### src/rtl/mem_port_arbiter.sv
// Single-port memory arbiter shared by fetch and data stages.
// Data side has priority; a streak limit keeps fetch moving.
module mem_port_arbiter #(
  parameter int ADDR_W       = 9,
  parameter int DATA_W       = 32,
  parameter int WAIT_CYCLES  = 2,
  parameter int MAX_D_STREAK = 4
) (
  input  logic              clk,
  input  logic              reset,
  input  logic              if_req,
  input  logic [ADDR_W-1:0] if_addr,
  output logic              if_valid,
  output logic [DATA_W-1:0] if_rdata,
  input  logic              d_req,
  input  logic              d_we,
  input  logic [ADDR_W-1:0] d_addr,
  input  logic [DATA_W-1:0] d_wdata,
  output logic              d_valid,
  output logic [DATA_W-1:0] d_rdata,
  output logic              stall_if,
  output logic              stall_d,
  output logic              mem_en,
  output logic              mem_we,
  output logic [ADDR_W-1:0] mem_addr,
  output logic [DATA_W-1:0] mem_wdata,
  input  logic [DATA_W-1:0] mem_rdata
);

  localparam int CW =
    (WAIT_CYCLES > 0) ? $clog2(WAIT_CYCLES + 1) : 1;
  localparam int SW = $clog2(MAX_D_STREAK + 1);
  localparam logic [CW-1:0] CNT_LAST = CW'(WAIT_CYCLES);
  localparam logic [SW-1:0] STRK_MAX = SW'(MAX_D_STREAK);

  typedef enum logic [1:0] {
    IDLE,
    ACCESS,
    RESP
  } state_e;

  typedef struct packed {
    logic              own_d;
    logic              we;
    logic [ADDR_W-1:0] addr;
    logic [DATA_W-1:0] wdata;
  } req_t;

  state_e            state_q, state_d;
  logic [CW-1:0]     cnt_q, cnt_d;
  logic [SW-1:0]     strk_q, strk_d;
  req_t              req_q, req_d;
  logic [DATA_W-1:0] rdata_q, rdata_d;
  logic              d_wins;

  always_ff @(posedge clk or negedge reset) begin
    if (!reset) begin
      state_q <= IDLE;
      cnt_q   <= '0;
      strk_q  <= '0;
      req_q   <= '0;
      rdata_q <= '0;
    end else begin
      state_q <= state_d;
      cnt_q   <= cnt_d;
      strk_q  <= strk_d;
      req_q   <= req_d;
      rdata_q <= rdata_d;
    end
  end

  assign d_wins = d_req &
    (~if_req | (strk_q != STRK_MAX));

  always_comb begin
    state_d = state_q;
    cnt_d   = cnt_q;
    strk_d  = strk_q;
    req_d   = req_q;
    rdata_d = rdata_q;
    unique case (state_q)
      IDLE: begin
        if (if_req | d_req) begin
          state_d = ACCESS;
          cnt_d   = '0;
          if (d_wins) begin
            req_d = '{own_d: 1'b1, we: d_we,
                      addr: d_addr, wdata: d_wdata};
            if (!if_req)
              strk_d = '0;
            else if (strk_q != STRK_MAX)
              strk_d = strk_q + 1'b1;
          end else begin
            req_d = '{own_d: 1'b0, we: 1'b0,
                      addr: if_addr, wdata: '0};
            strk_d = '0;
          end
        end
      end
      ACCESS: begin
        cnt_d = cnt_q + 1'b1;
        if (cnt_q == CNT_LAST) begin
          state_d = RESP;
          if (!req_q.we)
            rdata_d = mem_rdata;
        end
      end
      RESP:    state_d = IDLE;
      default: state_d = IDLE;
    endcase
  end

  assign mem_en    = (state_q == ACCESS);
  assign mem_we    = mem_en & req_q.we;
  assign mem_addr  = req_q.addr;
  assign mem_wdata = req_q.wdata;
  assign if_valid  = (state_q == RESP) & ~req_q.own_d;
  assign d_valid   = (state_q == RESP) & req_q.own_d;
  assign if_rdata  = rdata_q;
  assign d_rdata   = rdata_q;
  assign stall_if  = if_req & ~if_valid;
  assign stall_d   = d_req & ~d_valid;

endmodule

### config.mk
export PLATFORM = sky130hd
export DESIGN_NAME = mem_port_arbiter
export DESIGN_NICKNAME = d
export VERILOG_FILES = /design/src/rtl/mem_port_arbiter.sv
export SDC_FILE = /design/constraint.sdc
export NUM_CORES = 1
export LEC_CHECK = 0
export ABC_AREA = 1
export CAP_MARGIN = 20
export CORE_MARGIN = 2
export CORE_UTILIZATION = 37
export DETAILED_ROUTE_END_ITERATION = 8
export PLACE_DENSITY_LB_ADDON = 0.2
export SYNTH_ARGS = -nofsm -noshare
export SYNTH_HDL_FRONTEND = slang
export SYNTH_SLANG_ARGS = --single-unit
### constraint.sdc
create_clock -name clk -period 1.3 [get_ports clk]
set_input_delay 0.325 -clock clk [delete_from_list [all_inputs] [get_ports clk]]
set_output_delay 0.325 -clock clk [all_outputs]
set_load 0.01 [all_outputs]
==> results_dict.tcl <==
set metrics [dict create \
    area_growth_pct 50.9 \
    irDropWorstVdd_mv 1.22 \
    rsz0062_at_grt "yes" \
    track_usage 0.197 \
    period_share 1.16 \
    cp_cell_sequence "inv_2, nand2_4, o21ai_2, inv_1, buf_2" \
    hold_violations 16 \
    via_per_inst 4.52 \
    cts_sinks 82 \
    criticalPathCategory "flip-flop to primary output" \
    critPathSlowestCell "dfrtp_1" \
    finClkSkew_ps 13.1 \
    synth_nets 572 \
    path_clk_slew_ps 80 \
    slew_violations 0 \
    final_common_cell "nand2_1" \
    power_mw 14.1 \
    drt_iter0_markers 143 \
    hp-class "input pin to asynchronous set/reset pin" \
    ys_ff_latch 82 \
    cp.required_ps 980 \
    final_cells 808 \
    ys_warn_count 0 \
    grt_start_max_net_pins 83 \
    cts_tree "built" \
    routedWlPerCell_um 14.8 \
    clk_latency_ps 350 \
    antenna_found_initial 0 \
    n_antenna_cell 0 \
    die_w_um 108 \
    placedCellCount 746 \
    final_util 0.565 \
    ctsLongestPathBuffers 2 \
    avgSynthCellArea_um2 8.35 \
    critPathMaxFanout 4 \
    num_rows 38 \
    status "finished with violations" \
    drt-total-wl_um 11900 \
    die_h_um 108 \
    fin_nets 753 \
    synth_cell_type_count 20 \
    period_needed_ps 1500 \
    violations "hold timing, setup timing" \
    drive_gt1_frac 0.335 \
    clockRootBuffer "clkbuf_8" \
    dr.pass1.iters 4 \
    crit_family "flip-flops" \
    r2r-start "state_q[0]" \
    r2r_slack_ps -150 \
    grt_overflow 0 \
    hold_buffers 0 \
    hold_slack_ps -45.5 \
    layout_common_cells "nand2_1, buf_2, clkdlybuf4s50_1, dfrtp_1, nand3_1" \
    cp-end-kind "primary output" \
    max_freq_mhz 665 \
    path_buf_inv 3 \
    grt_pass1_vias 3580 \
    slowest_delay_ps 410 \
    r2r_cells 7 \
    start_util 0.374 \
    port_buffers 197 \
    p_leak_nw 3.32 \
    die-area_um2 11700 \
    gp_congestion 0.759 \
    cts_inserted_buffers 9 \
    worst_ep_arrival_time_ps 1180 \
    htree_levels 3 \
    synth-seq-area-share 0.510 \
    cap_violations 0 \
    power_density_nw_per_um2 2330 \
    synthesis.area_um2 4020 \
    slew-limit-headroom 0.687 \
    worstMarginPinSlew_ps 469 \
    reg2reg_to "mem_addr[2]" \
    detail-route-antenna-nets 0 \
    syn_inst 482 \
    io_pins 198 \
    grt_pass1_wl_um 17900 \
    cp.depth 5 \
    route.detailed.drc 0 \
    coreArea_um2 10700 \
    vias 3650 \
    hpwl_um 7320 \
    setup_viol 89 \
    setup_slack_ps -203 \
    crit_path_start_kind "flip-flop" \
]
==> per-stage QoR <==
step,area (um^2),setup slack [ps],TNS (ps)
2_1_floorplan,4020,8.75,0
3_3_place_gp,5690,-626,-30350
3_5_place_dp,5690,-636,-31490
4_1_cts,5920,-264,-7950
5_1_grt,6070,-266,-14290
6_report,6070,-203,-7920
==> registers in the layout, indices dropped and copies added (netlist names) <==
signal,cells
req_q,2
cnt_q,2
mem_wdata,32
strk_q,3
d_rdata,32
mem_addr,9
state_q,2
==> cell usage after synthesis <==
master / count / area (um^2)
ha_1: 3 / 37.5
o21ai_4: 1 / 16.3
buf_2: 11 / 55.1
nand3_1: 52 / 260
clkinv_1: 1 / 3.75
nor2_4: 2 / 22.5
dfrtp_1: 82 / 2050
nand2_2: 2 / 12.5
clkbuf_1: 4 / 15.0
buf_4: 74 / 556
nor3b_1: 1 / 7.51
nand3_4: 1 / 17.5
inv_1: 29 / 109
nand4_1: 2 / 12.5
o21ai_0: 6 / 30.0
o21ai_1: 2 / 10.0
nor2_1: 5 / 18.8
inv_2: 1 / 3.75
nand2_1: 200 / 751
buf_6: 3 / 33.8
==> worst max path at each step <==
stage	slack [ps]	from	to
5_1_grt	-270	state_q[0]	stall_if
3_3_place_gp	-630	if_req	mem_wdata[10]
3_5_place_dp	-640	d_req	mem_wdata[21]
6_report	-200	state_q[0]	stall_d
4_1_cts	-260	state_q[0]	stall_d
2_1_floorplan	9	strk_q[0]	mem_wdata[10]
==> area by class of cell <==
class / count / area (um^2)
clock buffers: 10 / 128
clock inverters: 6 / 91.3
fillers: 1035 / 4670
inverters: 31 / 119
multi-input cells: 278 / 1310
flip-flops and latches: 82 / 2050
well taps: 140 / 175
repair buffers: 261 / 2190
==> metal layers <==
metal | share of wire | up-vias | wire length [um] | GRT usage
li1 | - | 1778 | - | -
met1 | 0.41 | 1748 | 4940 | 0.242
met2 | 0.52 | 113 | 6180 | 0.346
met3 | 0.056 | 11 | 663 | 0.0350
met4 | 0.012 | 0 | 143 | 0.0696
met5 | 0 | - | 0 | 0
==> cell families after synthesis <==
kind of cell | Yosys count | share of synthesized area
simple gates | 265 | 0.274
buf+inv | 123 | 0.193
flops | 82 | 0.510
compound gates | 9 | 0.0140
fa+ha+maj | 3 | 0.00933
==> where the power goes <==
group / internal, mW / switching [mW]
clock network: 1.09 / 0.939
registers: 3.74 / 0.782
logic: 3.74 / 3.84
==> repair_timing <==
action	in CTS	in global routing
resized for setup	457	52
buffers inserted	28	12
gates cloned	6	3
setup endpoints to repair	192	108
pin swaps	10	11
No activity file was read; power rests on OpenSTA's default activity.
